[src/rtl/pixel_normalizer.sv]
// Normalizes a cropped pixel frame to full OUT_BIT_WIDTH range using a reciprocal scale
// computed by an iterative divider. Optional round-half-up in stage 2: PIXEL_NORM_ROUND_EN.
//
// state       | meaning
// ------------+-------------------------------------------------------------
// ST_IDLE     | ap_ready high, waiting for ap_start
// ST_WAIT_MAX | waiting for cf_ap_done; latches max_value when it arrives
// ST_DIVIDE   | restoring divide, one scale bit per cycle, MSB first
// ST_STREAM   | accepting N pixels and emitting N scaled beats
// ST_DONE     | one-cycle ap_done pulse, then back to idle

module pixel_normalizer #(
    parameter int PIXEL_BIT_WIDTH = 10,
    parameter int OUT_BIT_WIDTH   = 8,
    parameter int OUT_ROWS        = 10,
    parameter int OUT_COLS        = 10,
    parameter int FRAC_BITS       = 16
) (
    input  logic                       clk,
    input  logic                       s_axis_resetn,
    input  logic                       ap_start,
    output logic                       ap_ready,
    output logic                       ap_done,
    input  logic                       cf_ap_done,
    input  logic [PIXEL_BIT_WIDTH-1:0] max_value,
    input  logic                       s_axis_tvalid,
    output logic                       s_axis_tready,
    input  logic [PIXEL_BIT_WIDTH-1:0] s_axis_tdata,
    output logic                       m_axis_tvalid,
    input  logic                       m_axis_tready,
    output logic [OUT_BIT_WIDTH-1:0]   m_axis_tdata,
    output logic                       m_axis_tlast
);

    localparam int N         = OUT_ROWS * OUT_COLS;
    localparam int CNT_W     = $clog2(N + 1);
    localparam int SCALE_W   = OUT_BIT_WIDTH + FRAC_BITS;
    localparam int PROD_W    = PIXEL_BIT_WIDTH + SCALE_W;
    localparam int DIV_CNT_W = $clog2(SCALE_W);

    localparam logic [CNT_W-1:0]     N_C      = CNT_W'(N);
    localparam logic [CNT_W-1:0]     LAST_C   = CNT_W'(N - 1);
    localparam logic [DIV_CNT_W-1:0] DIV_TOP  = DIV_CNT_W'(SCALE_W - 1);
    localparam logic [SCALE_W-1:0]   DIVIDEND = {{OUT_BIT_WIDTH{1'b1}}, {FRAC_BITS{1'b0}}};

    typedef enum logic [2:0] {
        ST_IDLE,
        ST_WAIT_MAX,
        ST_DIVIDE,
        ST_STREAM,
        ST_DONE
    } state_t;

    state_t                     r_state;
    logic                       r_ap_ready;
    logic                       r_ap_done;
    logic [PIXEL_BIT_WIDTH-1:0] r_max;
    logic [SCALE_W-1:0]         r_scale;
    logic [PIXEL_BIT_WIDTH-1:0] r_rem;
    logic [DIV_CNT_W-1:0]       r_div_cnt;
    logic [CNT_W-1:0]           r_in_cnt;
    logic [CNT_W-1:0]           r_out_cnt;

    logic                       r_s1_valid;
    logic                       r_s1_last;
    logic [PROD_W-1:0]          r_prod;
    logic                       r_m_valid;
    logic                       r_m_last;
    logic [OUT_BIT_WIDTH-1:0]   r_m_data;

    logic [SCALE_W-1:0]         w_dividend;
    logic [PIXEL_BIT_WIDTH:0]   w_rem_shift;
    logic [PIXEL_BIT_WIDTH:0]   w_rem_diff;
    logic                       w_rem_ge;
    logic                       w_advance;
    logic                       w_in_fire;
    logic                       w_out_fire;
    logic [PROD_W-1:0]          w_prod;
    logic [PROD_W:0]            w_sum;
    logic [PROD_W:0]            w_shift;
    logic [OUT_BIT_WIDTH-1:0]   w_sat;

    // Remainder stays below max, so the borrow out of the subtract is the compare result.
    assign w_dividend  = DIVIDEND;
    assign w_rem_shift = {r_rem, w_dividend[r_div_cnt]};
    assign w_rem_diff  = w_rem_shift - {1'b0, r_max};
    assign w_rem_ge    = ~w_rem_diff[PIXEL_BIT_WIDTH];

    assign w_advance     = m_axis_tready | ~r_m_valid;
    assign s_axis_tready = (r_state == ST_STREAM) && w_advance && (r_in_cnt < N_C);
    assign w_in_fire     = s_axis_tready & s_axis_tvalid;
    assign w_out_fire    = r_m_valid & m_axis_tready;

    assign w_prod = PROD_W'(s_axis_tdata) * PROD_W'(r_scale);

`ifdef PIXEL_NORM_ROUND_EN
    localparam logic [PROD_W:0] ROUND_HALF = (PROD_W + 1)'(1) << (FRAC_BITS - 1);
    assign w_sum = {1'b0, r_prod} + ROUND_HALF;
`else
    assign w_sum = {1'b0, r_prod};
`endif

    assign w_shift = w_sum >> FRAC_BITS;
    assign w_sat   = (|w_shift[PROD_W:OUT_BIT_WIDTH]) ? {OUT_BIT_WIDTH{1'b1}}
                                                      : w_shift[OUT_BIT_WIDTH-1:0];

    assign ap_ready      = r_ap_ready;
    assign ap_done       = r_ap_done;
    assign m_axis_tvalid = r_m_valid;
    assign m_axis_tdata  = r_m_data;
    assign m_axis_tlast  = r_m_last;

    always_ff @(posedge clk) begin
        if (!s_axis_resetn) begin
            r_state    <= ST_IDLE;
            r_ap_ready <= 1'b1;
            r_ap_done  <= 1'b0;
            r_max      <= '0;
            r_scale    <= '0;
            r_rem      <= '0;
            r_div_cnt  <= '0;
            r_in_cnt   <= '0;
            r_out_cnt  <= '0;
        end else begin
            case (r_state)
                ST_IDLE: begin
                    if (ap_start) begin
                        r_state    <= ST_WAIT_MAX;
                        r_ap_ready <= 1'b0;
                    end
                end
                ST_WAIT_MAX: begin
                    if (cf_ap_done) begin
                        r_max     <= max_value;
                        r_scale   <= '0;
                        r_rem     <= '0;
                        r_div_cnt <= DIV_TOP;
                        // A zero max would divide by zero; stream with a zero scale instead.
                        r_state   <= (max_value == '0) ? ST_STREAM : ST_DIVIDE;
                    end
                end
                ST_DIVIDE: begin
                    r_rem   <= w_rem_ge ? w_rem_diff[PIXEL_BIT_WIDTH-1:0]
                                        : w_rem_shift[PIXEL_BIT_WIDTH-1:0];
                    r_scale <= {r_scale[SCALE_W-2:0], w_rem_ge};
                    if (r_div_cnt == '0) begin
                        r_state <= ST_STREAM;
                    end else begin
                        r_div_cnt <= r_div_cnt - 1'b1;
                    end
                end
                ST_STREAM: begin
                    if (w_in_fire) begin
                        r_in_cnt <= r_in_cnt + 1'b1;
                    end
                    if (w_out_fire) begin
                        if (r_out_cnt == LAST_C) begin
                            r_out_cnt <= '0;
                            r_in_cnt  <= '0;
                            r_ap_done <= 1'b1;
                            r_state   <= ST_DONE;
                        end else begin
                            r_out_cnt <= r_out_cnt + 1'b1;
                        end
                    end
                end
                ST_DONE: begin
                    r_ap_done  <= 1'b0;
                    r_ap_ready <= 1'b1;
                    r_state    <= ST_IDLE;
                end
                default: begin
                    r_state    <= ST_IDLE;
                    r_ap_ready <= 1'b1;
                    r_ap_done  <= 1'b0;
                end
            endcase
        end
    end

    // Both stages move as one; a stalled output freezes the multiplier stage too.
    always_ff @(posedge clk) begin
        if (!s_axis_resetn) begin
            r_s1_valid <= 1'b0;
            r_s1_last  <= 1'b0;
            r_prod     <= '0;
            r_m_valid  <= 1'b0;
            r_m_last   <= 1'b0;
            r_m_data   <= '0;
        end else if (w_advance) begin
            r_s1_valid <= w_in_fire;
            r_s1_last  <= w_in_fire && (r_in_cnt == LAST_C);
            if (w_in_fire) begin
                r_prod <= w_prod;
            end
            r_m_valid <= r_s1_valid;
            r_m_last  <= r_s1_valid & r_s1_last;
            if (r_s1_valid) begin
                r_m_data <= w_sat;
            end
        end
    end

endmodule

[config.mk]
export PLATFORM = sky130hd
export DESIGN_NAME = pixel_normalizer
export DESIGN_NICKNAME = d
export VERILOG_FILES = /design/src/rtl/pixel_normalizer.sv
export SDC_FILE = /design/constraint.sdc
export NUM_CORES = 1
export LEC_CHECK = 0
export BUFFER_PORTS_ARGS = -buffer_cell sky130_fd_sc_hd__buf_2
export CAP_MARGIN = 25
export CORE_AREA = 2 2 223 137
export CTS_CLUSTER_DIAMETER = 60
export DETAILED_ROUTE_END_ITERATION = 10
export DIE_AREA = 0 0 225 139
export SYNTH_ARGS = -nofsm -noshare
export SYNTH_HDL_FRONTEND = slang
export SYNTH_SLANG_ARGS = --single-unit
export TNS_END_PERCENT = 30
[constraint.sdc]
create_clock -name clk -period 17.18 [get_ports clk]
set_input_delay 3.436 -clock clk [delete_from_list [all_inputs] [get_ports clk]]
set_output_delay 3.436 -clock clk [all_outputs]
set_load 0.02 [all_outputs]
# == Word level (Yosys, flattened, before mapping) ==
# Memories as Yosys holds them, arrays and structs flattened. A register that Yosys moved wholly into a read port is not among the register bits.
# Index checks and enable logic that the tools add are counted.
# totals
elab_cells,89
ramBits,0
latch_bits,0
n_memories,1
mem_bits_ro,32
ff_bits,114
output_inout_bits,13
in_bits,26
# mem_list
name,depth,word_bits,read_ports,rd_clocked_by_memory_dff,wr,line_no,text
(no name shown),32,1,1,1,0,85,"assign w_rem_shift = {r_rem, w_dividend[r_div_cnt]};"
# op_classes
n_lt_le_gt_ge,2
n_eq_ne,11
n_shift,0
n_addsub,4
bitwise_logic,8
muxes,28
div_mod_pow,0
mul,1
n_reduce_logical,19
# ops
operator,n
24-bit case mux with 2 select lines,1
10-bit by 24-bit multiplier with 34-bit output,1
7-bit 2-to-1 mux,4
24-bit 2-to-1 mux,1
10-bit 2-to-1 mux,2
5-bit 2-to-1 mux,4
10-bit case mux with 2 select lines,1
3-bit 2-to-1 mux,5
"7-bit by 1-bit adder with 7-bit output, second input constant",2
"7-bit == test, second input constant",2
3-bit case mux with 4 select lines,1
2-bit AND reduction,6
11-bit by 10-bit subtractor with 11-bit output,1
10-bit logical NOT,1
"2-bit != test, second input constant",5
5-bit case mux with 2 select lines,1
10-bit OR reduction,1
8-bit 2-to-1 mux,1
"7-bit < comparator, second input constant",1
"3-bit by 2-bit == test with 1-bit output, second input constant",2
"5-bit by 6-bit < comparator with 1-bit output, second input constant",1
3-bit AND reduction,2
3-bit OR reduction,2
5-bit logical NOT,1
other kinds (12),24

# == Logic depth before layout (Yosys ltp) ==
# Gate-level depths: netlist of run 1.
# depth
depth_word,8
depth_mapped,21
ltp_nobuf,20

# == Worst setup path before layout of run 1 ==
# OpenSTA, ideal clock, no wires.
# synth_timing
kind,input-to-reg
startpoint,in s_axis_tdata[1]
endpoint,reg r_prod[29]
arrival_time_ns,8.221
path_slack_ns,8.885
path_buffers,2
setup_ns,0.074
cell_stages,18
required_time_ns,17.106
cell_sequence,clkbuf_1 > nand2_1 > fa_1 > inv_1 > fa_1 > fa_1 > fa_1 > fa_1 > ha_1 > buf_2 > a21oi_1 > a21boi_1 > o311ai_0 > a31oi_1 > a31oi_4 > o21ai_1 > mux2_4 > o22ai_2
# synth_between
elab_chain_len,1
# synth_rtl
item,line_no,text
from (decl),28,"input logic [PIXEL_BIT_WIDTH-1:0] s_axis_tdata,"
10-bit by 24-bit multiplier with 34-bit output,94,assign w_prod = PROD_W'(s_axis_tdata) * PROD_W'(r_scale);
to (signal assigned),194,r_prod <= w_prod;
to (decl),66,logic [PROD_W-1:0] r_prod;
# Every way passes these cells.
# A chain may end at the register's enable or synchronous reset.

# == Final worst setup path of run 1 ==
# layout_timing
startpoint,in s_axis_tdata[1]
endpoint,reg r_prod[30]
# Same word-level chain as after synthesis.

==> results of run 1 <==
[logic make-up after synthesis]
logic type	after synthesis	synth area share, %
flip-flops	99	17.2
XOR/XNOR	26	1.97
buffers and inverters	244	7.97
AO/OA/AOI/OAI	196	11.4
adder cells (fa/ha/maj)	255	39.0
multiplexers	13	1.17
AND/OR/NAND/NOR	497	21.3
[metal layers]
layer | vias to the layer above | part of all wire [%]
li1 | 4256 | -
met1 | 4480 | 52
met2 | 162 | 44
met3 | 17 | 3.8
met4 | 0 | 0.77
met5 | - | 0
[power by group through the flow]
stage	Combinational [mW]	Clock, mW	Sequential (mW)
final	0.171	0.221	0.252
after global routing	0.191	0.237	0.255
after CTS	0.171	0.228	0.253
after detailed placement	0.170	0	0.258
after global placement	0.167	0	0.257
after floorplan	0.132	0	0.253
[layout make-up]
| cell class | count | area (um2) |
|---|---|---|
| Fill cell | 2952 | 17100 |
| Multi-Input combinational cell | 987 | 8640 |
| Sequential cell | 99 | 1980 |
| Inverter | 165 | 619 |
| Tap cell | 382 | 478 |
| Timing Repair Buffer | 43 | 228 |
| Clock buffer | 9 | 225 |
| Clock inverter | 7 | 95.1 |
[path summary, 6_finish.rpt]
| path | from | to | slack, ns |
|---|---|---|---|
| max | s_axis_tdata[1] | r_prod[30] | 8.45 |
| min | r_prod[22] | r_prod[22] | 0.45 |
| max reg2reg | r_scale[9] | r_prod[30] | 11.22 |
| min reg2reg | r_prod[22] | r_prod[22] | 0.45 |
[flip-flops by register name (all words and copies together) (netlist names), 3 cells and up]
register / flops
r_out_cnt: 7
r_in_cnt: 7
r_scale: 24
m_axis_tdata: 8
r_state: 3
r_rem: 10
r_prod: 18
r_max: 10
r_div_cnt: 5
[through the flow]
stage,util (%),worst slack [ns],hold slack [ns]
finish,41.8,8.45,0.454
global route,41.8,8.09,0.480
CTS,41.8,8.49,0.457
detailed placement,40.7,8.11,0.446
global placement,40.7,8.28,0.441
floorplan,-,8.89,0.432
[placed cells by master (no fill, tap or decap), types with 14 or more instances in the layout]
| master | netlist | final |
|---|---|---|
| sky130_fd_sc_hd__nor2_1 | 65 | 65 |
| sky130_fd_sc_hd__nor3_1 | 14 | 14 |
| sky130_fd_sc_hd__o21ai_0 | 26 | 26 |
| sky130_fd_sc_hd__a21o_1 | 15 | 15 |
| sky130_fd_sc_hd__nand2_1 | 188 | 188 |
| sky130_fd_sc_hd__buf_2 | 3 | 38 |
| sky130_fd_sc_hd__and2_1 | 138 | 138 |
| sky130_fd_sc_hd__dfxtp_1 | 99 | 99 |
| sky130_fd_sc_hd__a22oi_1 | 25 | 25 |
| sky130_fd_sc_hd__fa_1 | 174 | 174 |
| sky130_fd_sc_hd__ha_1 | 81 | 81 |
| sky130_fd_sc_hd__inv_1 | 165 | 164 |
| sky130_fd_sc_hd__nand4_1 | 17 | 17 |
| sky130_fd_sc_hd__a21oi_1 | 63 | 63 |
| sky130_fd_sc_hd__nand3_1 | 25 | 25 |
[worst max-delay path, delay by kind of cell]
family / cells / cell delay (ns)
adder cells (fa/ha/maj): 6 / 2.95
buffers and inverters: 4 / 0.55
AND/OR/NAND/NOR: 5 / 1.03
AO/OA/AOI/OAI: 4 / 1.05
==> results.py, run 1 <==
metrics = {
    "grt": {
        "grt.met1_usage_pct": 28.7,
        "grt.total_usage_pct": 18.9,
        "first_global_vias": 9222,
        "wire_length_of_the_first_global_routing_pass_um": 47500,
        "grt_use_met2_pct": 29.2,
        "global_route.usage.met3_pct": 2.48,
        "grt_antenna_before_repair": 0,
        "largest_net_degree_at_the_start_of_global_routing": 59,
        "grt_overflow": 0,
        "global_route.peak_usage_layer": "met2",
    },
    "worst_setup_path": {
        "cp-end-kind": "flip-flop",
        "startpoint_type": "input pin",
        "kind_of_critical_path": "input pin to flip-flop",
        "reg2reg_depth": 18,
        "crit_top_cell": "sky130_fd_sc_hd__fa_1",
        "delay_of_the_slowest_cell_on_the_worst_path_ns": 0.56,
        "critical-path-slowest-cell": "sky130_fd_sc_hd__fa_1",
        "crit_path_cell_trace": "buf_2, nand2_1, fa_1, inv_1, fa_1, fa_1, fa_1, inv_1, fa_1, inv_1, ha_1, nand4_1, a21oi_1, a211oi_1, o31ai_2, nor3b_1, a2111oi_0, or4_1, nand3_1",
        "cp_data_required_time_ns": 17.49,
        "arrival_ns": 9.04,
        "crit_path_max_fanout": 23,
    },
    "layout": {
        "insertedDiodeCount": 0,
        "layout.cell_area.non_filler_mm2": 0.0123,
        "area_overhead_vs_synth_pct": 6.33,
        "layout.nets": 1586,
        "post_layout_nonfiller_instances": 1692,
        "final_layout_size_suffix_gt1_share_pct": 5.80,
    },
    "placed_design": {
        "post-dp-hpwl_um": 20900,
        "final_wtd_congestion": 0.820,
        "portBuffers": 38,
        "dp.cells": 1676,
        "total_placed_instance_area_mm2": 0.0120,
    },
    "synth": {
        "synth-edff-count": 0,
        "synth-async-reset-ratio_pct": 0,
        "syn-num-nets": 1611,
        "ys_top_cells_by_area": "sky130_fd_sc_hd__fa_1 30%, sky130_fd_sc_hd__dfxtp_1 17%, sky130_fd_sc_hd__ha_1 8.8%, sky130_fd_sc_hd__and2_1 7.5%, sky130_fd_sc_hd__nand2_1 6.1%",
        "postSynthRegisterBits": 99,
        "synth.largest_area_cell": "sky130_fd_sc_hd__fa_1",
        "netlist_area_mm2": 0.0115,
        "post_synth_most_frequent_cells": "188 x sky130_fd_sc_hd__nand2_1, 174 x sky130_fd_sc_hd__fa_1, 165 x sky130_fd_sc_hd__inv_1",
        "yosysTopAreaCellShare_pct": 30.2,
        "synth.lib_cells_used.distinct": 65,
        "synth_area_per_cell_um2": 8.68,
        "synth.most_common_cell": "sky130_fd_sc_hd__nand2_1",
        "syn-instance-count": 1330,
        "synth_seq_area_share_pct": 17.2,
        "yosys_warnings": 0,
        "ys_dominant_reg_cell": "sky130_fd_sc_hd__dfxtp_1",
    },
    "pwr": {
        "ir_drop_mv": 0.0455,
        "internal_power_mw": 0.423,
        "p_leak_nw": 5.96,
        "power.total_mw": 0.645,
        "share_comb_of_total_power_pct": 26.5,
        "p_switching_mw": 0.222,
        "p_sw_share_pct": 34.5,
        "powerDensity_mw_per_mm2": 52.5,
        "sequentialPowerShare_pct": 39.2,
        "power.share.clock_pct": 34.3,
    },
    "timing": {
        "setup_total_negative_slack_ns": 0,
        "final.setup_skew_ns": 0.0120,
        "timing.slew.headroom_pct": 43.4,
        "worst-slew-pin-transition_ns": 0.846,
        "rsz0062_at_grt": "false",
        "final-hold-violation-count": 0,
        "slew_violations": 0,
        "min_period_ns": 8.73,
        "timing.final.crit_share_pct": 50.8,
        "finalSetupViolations": 0,
        "fmax_mhz": 115,
    },
    "route": {
        "dr_total_vias": 8915,
        "routedWlPerCell_um": 16.1,
        "initialDrtViolationCount": 557,
        "routed_wl_um": 27300,
        "drt_pass1_iterations": 5,
        "vias_per_cell": 5.27,
        "drc_markers": 0,
        "postRouteAntennaNets": 0,
    },
    "die": {
        "floorplan.die.height_um": 139,
        "floorplan.initialDensity_pct": 39.3,
        "horiz_die_dim_um": 225,
        "design.die.area_mm2": 0.0313,
        "core-area_mm2": 0.0294,
        "boundaryPins": 39,
        "num_rows": 49,
    },
    "worst_hold_path": {
        "holdPathStages": 2,
        "min-delay-path-class": "flip-flop to flip-flop",
    },
    "clock_network": {
        "post-cts-setup-buffer-count": 0,
        "cts-buffers-inserted": 9,
        "clock_tree.buffer_depth": 2,
        "tritoncts": "done",
        "clockRootBuffer": "sky130_fd_sc_hd__clkbuf_16",
        "clock_input_transition_at_the_sequential_cells_of_the_worst_setup_and_hold_paths_ns": 0.08,
        "hold_buf_count_cts": 0,
        "cts-htree-levels": 3,
        "postcts_resize_cnt": 0,
        "insertion_delay_ns": 0.37,
        "clock_sink_count": 99,
    },
    "run_status": {
        "outcome": "complete, no violations",
    },
    "job": {
        "max-cap-violations": 0,
    },
}
Power figures use the tool's default switching activity.
==> run 2, diff against run 1 <==
==> constraint.sdc (replaced) <==
create_clock -name clk -period 7.5 [get_ports clk]
set_input_delay 1.5 -clock clk [delete_from_list [all_inputs] [get_ports clk]]
set_output_delay 1.5 -clock clk [all_outputs]
set_load 0.02 [all_outputs]
==> results.py, run 2 (synthesis results as in run 1) <==
metrics = {
    "run_status": {
        "outcome": "complete, no violations",
    },
    "clock_network": {
        "clock_sink_count": 99,
        "cts-buffers-inserted": 9,
        "tritoncts": "done",
        "insertion_delay_ns": 0.37,
        "clockRootBuffer": "sky130_fd_sc_hd__clkbuf_16",
        "hold_buf_count_cts": 0,
        "postcts_resize_cnt": 0,
        "cts-htree-levels": 3,
        "clock_input_transition_at_the_sequential_cells_of_the_worst_setup_and_hold_paths_ns": 0.07,
        "clock_tree.buffer_depth": 2,
        "post-cts-setup-buffer-count": 0,
    },
    "worst_setup_path": {
        "critPathTopFamily": "adder cells",
        "regToRegSetupSlack_ns": 1.59,
        "kind_of_critical_path": "input pin to flip-flop",
        "cp_data_required_time_ns": 7.80,
        "startpoint_type": "input pin",
        "critical-path-slowest-cell": "sky130_fd_sc_hd__fa_1",
        "critical_path_buf_inv_count": 4,
        "crit_top_cell": "sky130_fd_sc_hd__fa_1",
        "crit_path_max_fanout": 24,
        "arrival_ns": 7.07,
        "cp-end-kind": "flip-flop",
        "reg2reg_depth": 18,
        "timing.rr.end": "r_prod[29]",
        "origin_of_the_critical_flop_to_flop_path": "r_scale[18]",
        "crit_path_cell_trace": "buf_2, nand2_1, fa_1, inv_1, fa_1, fa_1, fa_1, inv_1, fa_1, inv_1, ha_1, a21o_1, a21oi_1, o311ai_0, a31oi_1, a31oi_4, o21ai_1, mux2_4, o22ai_2",
        "delay_of_the_slowest_cell_on_the_worst_path_ns": 0.52,
    },
    "die": {
        "core-area_mm2": 0.0294,
        "design.die.area_mm2": 0.0313,
        "num_rows": 49,
        "boundaryPins": 39,
        "horiz_die_dim_um": 225,
        "floorplan.die.height_um": 139,
        "floorplan.initialDensity_pct": 39.3,
    },
    "timing": {
        "slew_violations": 0,
        "finalWorstSetupSlack_ns": 0.733,
        "worst-slew-pin-transition_ns": 0.892,
        "timing.slew.headroom_pct": 40.4,
        "final.setup_skew_ns": 0.00808,
        "setup_total_negative_slack_ns": 0,
        "final-hold-violation-count": 0,
        "rsz0062_at_grt": "false",
        "fmax_mhz": 148,
        "timing.final.crit_share_pct": 90.2,
        "min_period_ns": 6.77,
        "finalSetupViolations": 0,
    },
    "route": {
        "dr_total_vias": 8992,
        "drc_markers": 0,
        "routed_wl_um": 27700,
        "vias_per_cell": 5.31,
        "postRouteAntennaNets": 0,
        "initialDrtViolationCount": 588,
        "drt_pass1_iterations": 5,
        "routedWlPerCell_um": 16.4,
    },
    "job": {
        "max-cap-violations": 0,
    },
    "pwr": {
        "power.total_mw": 1.52,
        "ir_drop_mv": 0.115,
        "p_leak_nw": 5.99,
        "powerDensity_mw_per_mm2": 123,
    },
    "layout": {
        "layout.cell_area.non_filler_mm2": 0.0123,
        "area_overhead_vs_synth_pct": 6.62,
        "layout.cells.most_common_list": "188 x sky130_fd_sc_hd__nand2_1, 174 x sky130_fd_sc_hd__fa_1, 164 x sky130_fd_sc_hd__inv_1",
        "largest_register": "r_scale",
        "final_layout_size_suffix_gt1_share_pct": 5.95,
        "layout.nets": 1588,
        "final_core_utilization_pct": 41.9,
        "layout_top_registers": "r_scale (24), r_prod (18)",
        "max_ffs_per_register": 24,
        "fillerInstances": 2902,
        "layout.cells.most_common": "sky130_fd_sc_hd__nand2_1",
        "insertedDiodeCount": 0,
    },
    "grt": {
        "grt.total_usage_pct": 19.2,
        "grt_overflow": 0,
        "grt_antenna_before_repair": 0,
        "first_global_vias": 9359,
        "largest_net_degree_at_the_start_of_global_routing": 59,
        "wire_length_of_the_first_global_routing_pass_um": 48300,
    },
    "placed_design": {
        "dp_worst_slack_ns": 0.421,
        "final_wtd_congestion": 0.813,
        "total_placed_instance_area_mm2": 0.0120,
        "portBuffers": 38,
        "post-dp-hpwl_um": 21100,
    },
    "worst_hold_path": {
        "holdPathStages": 2,
        "worstHoldEndpoint": "r_prod[26]",
        "min-delay-path-class": "flip-flop to flip-flop",
        "startpoint_of_the_most_critical_hold_path": "r_prod[26]",
    },
}
[run 2: changes by cell type in the layout (fill, tap and decap cells not counted), sizes merged]
| cell | previous run | this run |
|---|---|---|
| buf | 43 | 45 |
| clkinv | 1 | 0 |
| clkbuf | 9 | 10 |
| bufinv | 1 | 2 |
| inv | 168 | 169 |
| clkinvlp | 2 | 0 |
[run 2: power breakdown]
group / total (mW) / switching, mW / leakage [nW] / internal [mW]
Clock: 0.542 / 0.233 / 0.168 / 0.309
Combinational: 0.395 / 0.247 / 5.02 / 0.149
Sequential: 0.578 / 0.0270 / 0.799 / 0.551
Total: 1.52 / 0.507 / 5.99 / 1.01
[run 2: worst max-delay path by stage]
stage               startpoint    endpoint  slack [ns]  depth (start not counted)
6_report       s_axis_tdata[2]  r_prod[29]        0.73                         19
5_1_grt        s_axis_tdata[1]  r_prod[30]        0.38                         20
4_1_cts        s_axis_tdata[1]  r_prod[30]        0.81                         20
3_5_place_dp   s_axis_tdata[1]  r_prod[30]        0.42                         20
3_3_place_gp   s_axis_tdata[1]  r_prod[30]        0.48                         20
2_1_floorplan  s_axis_tdata[1]  r_prod[29]        1.14                         18
[run 2: per-stage QoR]
stage,cells,hold WS [ns]
after floorplan,1330,0.432
after global placement,1678,0.442
after detailed placement,1678,0.445
after CTS,1694,0.456
after global routing,1694,0.469
final,1694,0.455
[run 2: metal layers]
layer  GRT usage (%)  routed length, um  up-vias
li1                -                  -     4260
met1            29.0              14300     4551
met2            29.8              12200      167
met3            2.56               1050       14
met4            3.17                185        0
met5               0                  0        -
[run 2: layout make-up]
type,instances,area [um2],area share (%)
Multi-Input combinational cell,987,8640,70.2
Inverter,165,619,5.03
Sequential cell,99,1980,16.1
Clock buffer,10,239,1.94
Tap cell,382,478,3.88
Clock inverter,6,100,0.814
Timing Repair Buffer,45,243,1.97
[run 2: worst reg2reg max path: cells and delay by family (launching register included)]
| family | cells | cell delay (ns) |
|---|---|---|
| adders and majority gates | 6 | 2.87 |
| AOI/OAI and AO/OA | 7 | 1.66 |
| DFF | 1 | 0.68 |
| muxes | 1 | 0.32 |
| and+or+nand+nor | 1 | 0.17 |
| buffers and inverters | 3 | 0.14 |
==> run 3, diff against run 2 <==
--- a/config.mk
+++ b/config.mk
@@ -8,6 +8,7 @@
 export BUFFER_PORTS_ARGS = -buffer_cell sky130_fd_sc_hd__buf_2
 export CAP_MARGIN = 25
 export CORE_AREA = 2 2 223 137
+export CTS_BUF_LIST = sky130_fd_sc_hd__clkbuf_4 sky130_fd_sc_hd__clkbuf_8
 export CTS_CLUSTER_DIAMETER = 60
 export DETAILED_ROUTE_END_ITERATION = 10
 export DIE_AREA = 0 0 225 139
==> results.py, run 3 (synthesis results as in run 1) <==
metrics = {
    "run_status": {
        "outcome": "complete, no violations",
    },
    "job": {
        "max-cap-violations": 0,
    },
    "worst_setup_path": {
        "crit_path_max_fanout": 24,
        "delay_of_the_slowest_cell_on_the_worst_path_ns": 0.52,
        "critPathTopFamily": "adder cells",
        "crit_top_cell": "sky130_fd_sc_hd__fa_1",
        "crit_path_cell_trace": "buf_2, nand2_1, fa_1, inv_1, fa_1, fa_1, fa_1, inv_1, fa_1, inv_1, ha_1, a21o_1, a21oi_1, o311ai_0, a31oi_1, a31oi_4, o21ai_1, mux2_4, o22ai_2",
        "reg2reg_depth": 18,
        "critical_path_buf_inv_count": 4,
        "startpoint_type": "input pin",
        "critical-path-slowest-cell": "sky130_fd_sc_hd__fa_1",
        "kind_of_critical_path": "input pin to flip-flop",
        "regToRegSetupSlack_ns": 1.61,
        "cp_data_required_time_ns": 7.84,
        "origin_of_the_critical_flop_to_flop_path": "r_scale[17]",
        "cp-end-kind": "flip-flop",
        "arrival_ns": 7.05,
        "timing.rr.end": "r_prod[29]",
    },
    "timing": {
        "rsz0062_at_grt": "false",
        "setup_total_negative_slack_ns": 0,
        "min_period_ns": 6.71,
        "timing.slew.headroom_pct": 40.9,
        "timing.final.crit_share_pct": 89.4,
        "finalWorstSetupSlack_ns": 0.792,
        "finalSetupViolations": 0,
        "fmax_mhz": 149,
        "slew_violations": 0,
        "final.setup_skew_ns": 0.0124,
        "final-hold-violation-count": 0,
        "worst-slew-pin-transition_ns": 0.884,
        "fin_worst_hold_slack_ns": 0.459,
    },
    "clock_network": {
        "clock_input_transition_at_the_sequential_cells_of_the_worst_setup_and_hold_paths_ns": 0.11,
        "hold_buf_count_cts": 0,
        "clockRootBuffer": "sky130_fd_sc_hd__clkbuf_8",
        "post-cts-setup-buffer-count": 0,
        "cts-htree-levels": 3,
        "clock_tree.buffer_depth": 2,
        "tritoncts": "done",
        "postcts_resize_cnt": 0,
        "clock_sink_count": 99,
        "insertion_delay_ns": 0.40,
        "cts-buffers-inserted": 9,
    },
    "pwr": {
        "powerDensity_mw_per_mm2": 114,
        "ir_drop_mv": 0.0786,
        "p_leak_nw": 5.94,
    },
    "layout": {
        "final_core_utilization_pct": 41.6,
        "layout.cell_area.non_filler_mm2": 0.0122,
        "layout.cells.most_common": "sky130_fd_sc_hd__nand2_1",
        "layout.nets": 1588,
        "insertedDiodeCount": 0,
        "layout.cells.most_common_list": "188 x sky130_fd_sc_hd__nand2_1, 174 x sky130_fd_sc_hd__fa_1, 164 x sky130_fd_sc_hd__inv_1",
        "area_overhead_vs_synth_pct": 5.75,
        "largest_register": "r_scale",
        "layout_top_registers": "r_scale (24), r_prod (18)",
        "final_layout_size_suffix_gt1_share_pct": 5.95,
        "max_ffs_per_register": 24,
    },
    "die": {
        "horiz_die_dim_um": 225,
        "boundaryPins": 39,
        "floorplan.die.height_um": 139,
        "num_rows": 49,
        "core-area_mm2": 0.0294,
        "design.die.area_mm2": 0.0313,
        "floorplan.initialDensity_pct": 39.3,
    },
    "grt": {
        "largest_net_degree_at_the_start_of_global_routing": 59,
        "grt.total_usage_pct": 19.1,
        "grt_antenna_before_repair": 0,
        "first_global_vias": 9326,
        "wire_length_of_the_first_global_routing_pass_um": 48100,
        "grt_overflow": 0,
    },
    "route": {
        "initialDrtViolationCount": 586,
        "dr_total_vias": 9002,
        "routed_wl_um": 27700,
        "drt_pass1_iterations": 5,
        "routedWlPerCell_um": 16.3,
        "postRouteAntennaNets": 0,
        "vias_per_cell": 5.31,
        "drc_markers": 0,
    },
    "worst_hold_path": {
        "worstHoldEndpoint": "r_prod[26]",
        "min-delay-path-class": "flip-flop to flip-flop",
        "holdPathStages": 2,
        "startpoint_of_the_most_critical_hold_path": "r_prod[26]",
    },
    "placed_design": {
        "dp_worst_slack_ns": 0.421,
        "portBuffers": 38,
        "post-dp-hpwl_um": 21100,
        "final_wtd_congestion": 0.813,
        "total_placed_instance_area_mm2": 0.0120,
    },
}
==> run 3: cell counts in the layout (fill, tap and decap cells not counted) <==
Identical to the previous run, type by type.
==> run 3: worst max path at each step <==
stage                          startpoint    endpoint  slack [ns]  cells after the start
after global placement    s_axis_tdata[1]  r_prod[30]        0.48                     20
after CTS                 s_axis_tdata[1]  r_prod[30]        0.86                     20
after global routing      s_axis_tdata[1]  r_prod[30]        0.43                     20
after detailed placement  s_axis_tdata[1]  r_prod[30]        0.42                     20
after floorplan           s_axis_tdata[1]  r_prod[29]        1.14                     18
final                     s_axis_tdata[2]  r_prod[29]        0.79                     19
==> run 3: routing by layer <==
metal | vias up | share of wire, % | global-route usage (%) | wire, um
met5 | - | 0 | 0 | 0
met1 | 4565 | 52 | 29.1 | 14300
met3 | 16 | 3.8 | 2.69 | 1050
met2 | 165 | 44 | 29.5 | 12100
met4 | 0 | 0.71 | 2.54 | 195
li1 | 4256 | - | - | -
==> run 3: through the flow <==
| stage | instances | power, mW |
|---|---|---|
| floorplan | 1330 | 0.881 |
| global placement | 1678 | 0.974 |
| detailed placement | 1678 | 0.982 |
| CTS | 1694 | 1.41 |
| global route | 1694 | 1.48 |
| finish | 1694 | 1.40 |
==> run 3: report_power, final <==
group / internal, mW / total [mW] / switching [mW]
sequential: 0.552 / 0.579 / 0.0271
combinational: 0.149 / 0.395 / 0.246
clock: 0.204 / 0.421 / 0.217
total: 0.904 / 1.40 / 0.491
==> run 3: worst min-delay path, stage by stage (launching register included) <==
cell	delay (ns)
sky130_fd_sc_hd__dfxtp_1	0.33
sky130_fd_sc_hd__nand2_1	0.05
sky130_fd_sc_hd__a21oi_1	0.05
==> run 3: layout make-up <==
type | count | area [um2]
Tap cell | 382 | 478
Multi-Input combinational cell | 987 | 8640
Sequential cell | 99 | 1980
Clock inverter | 6 | 100
Fill cell | 2912 | 17200
Inverter | 165 | 619
Timing Repair Buffer | 45 | 243
Clock buffer | 10 | 138
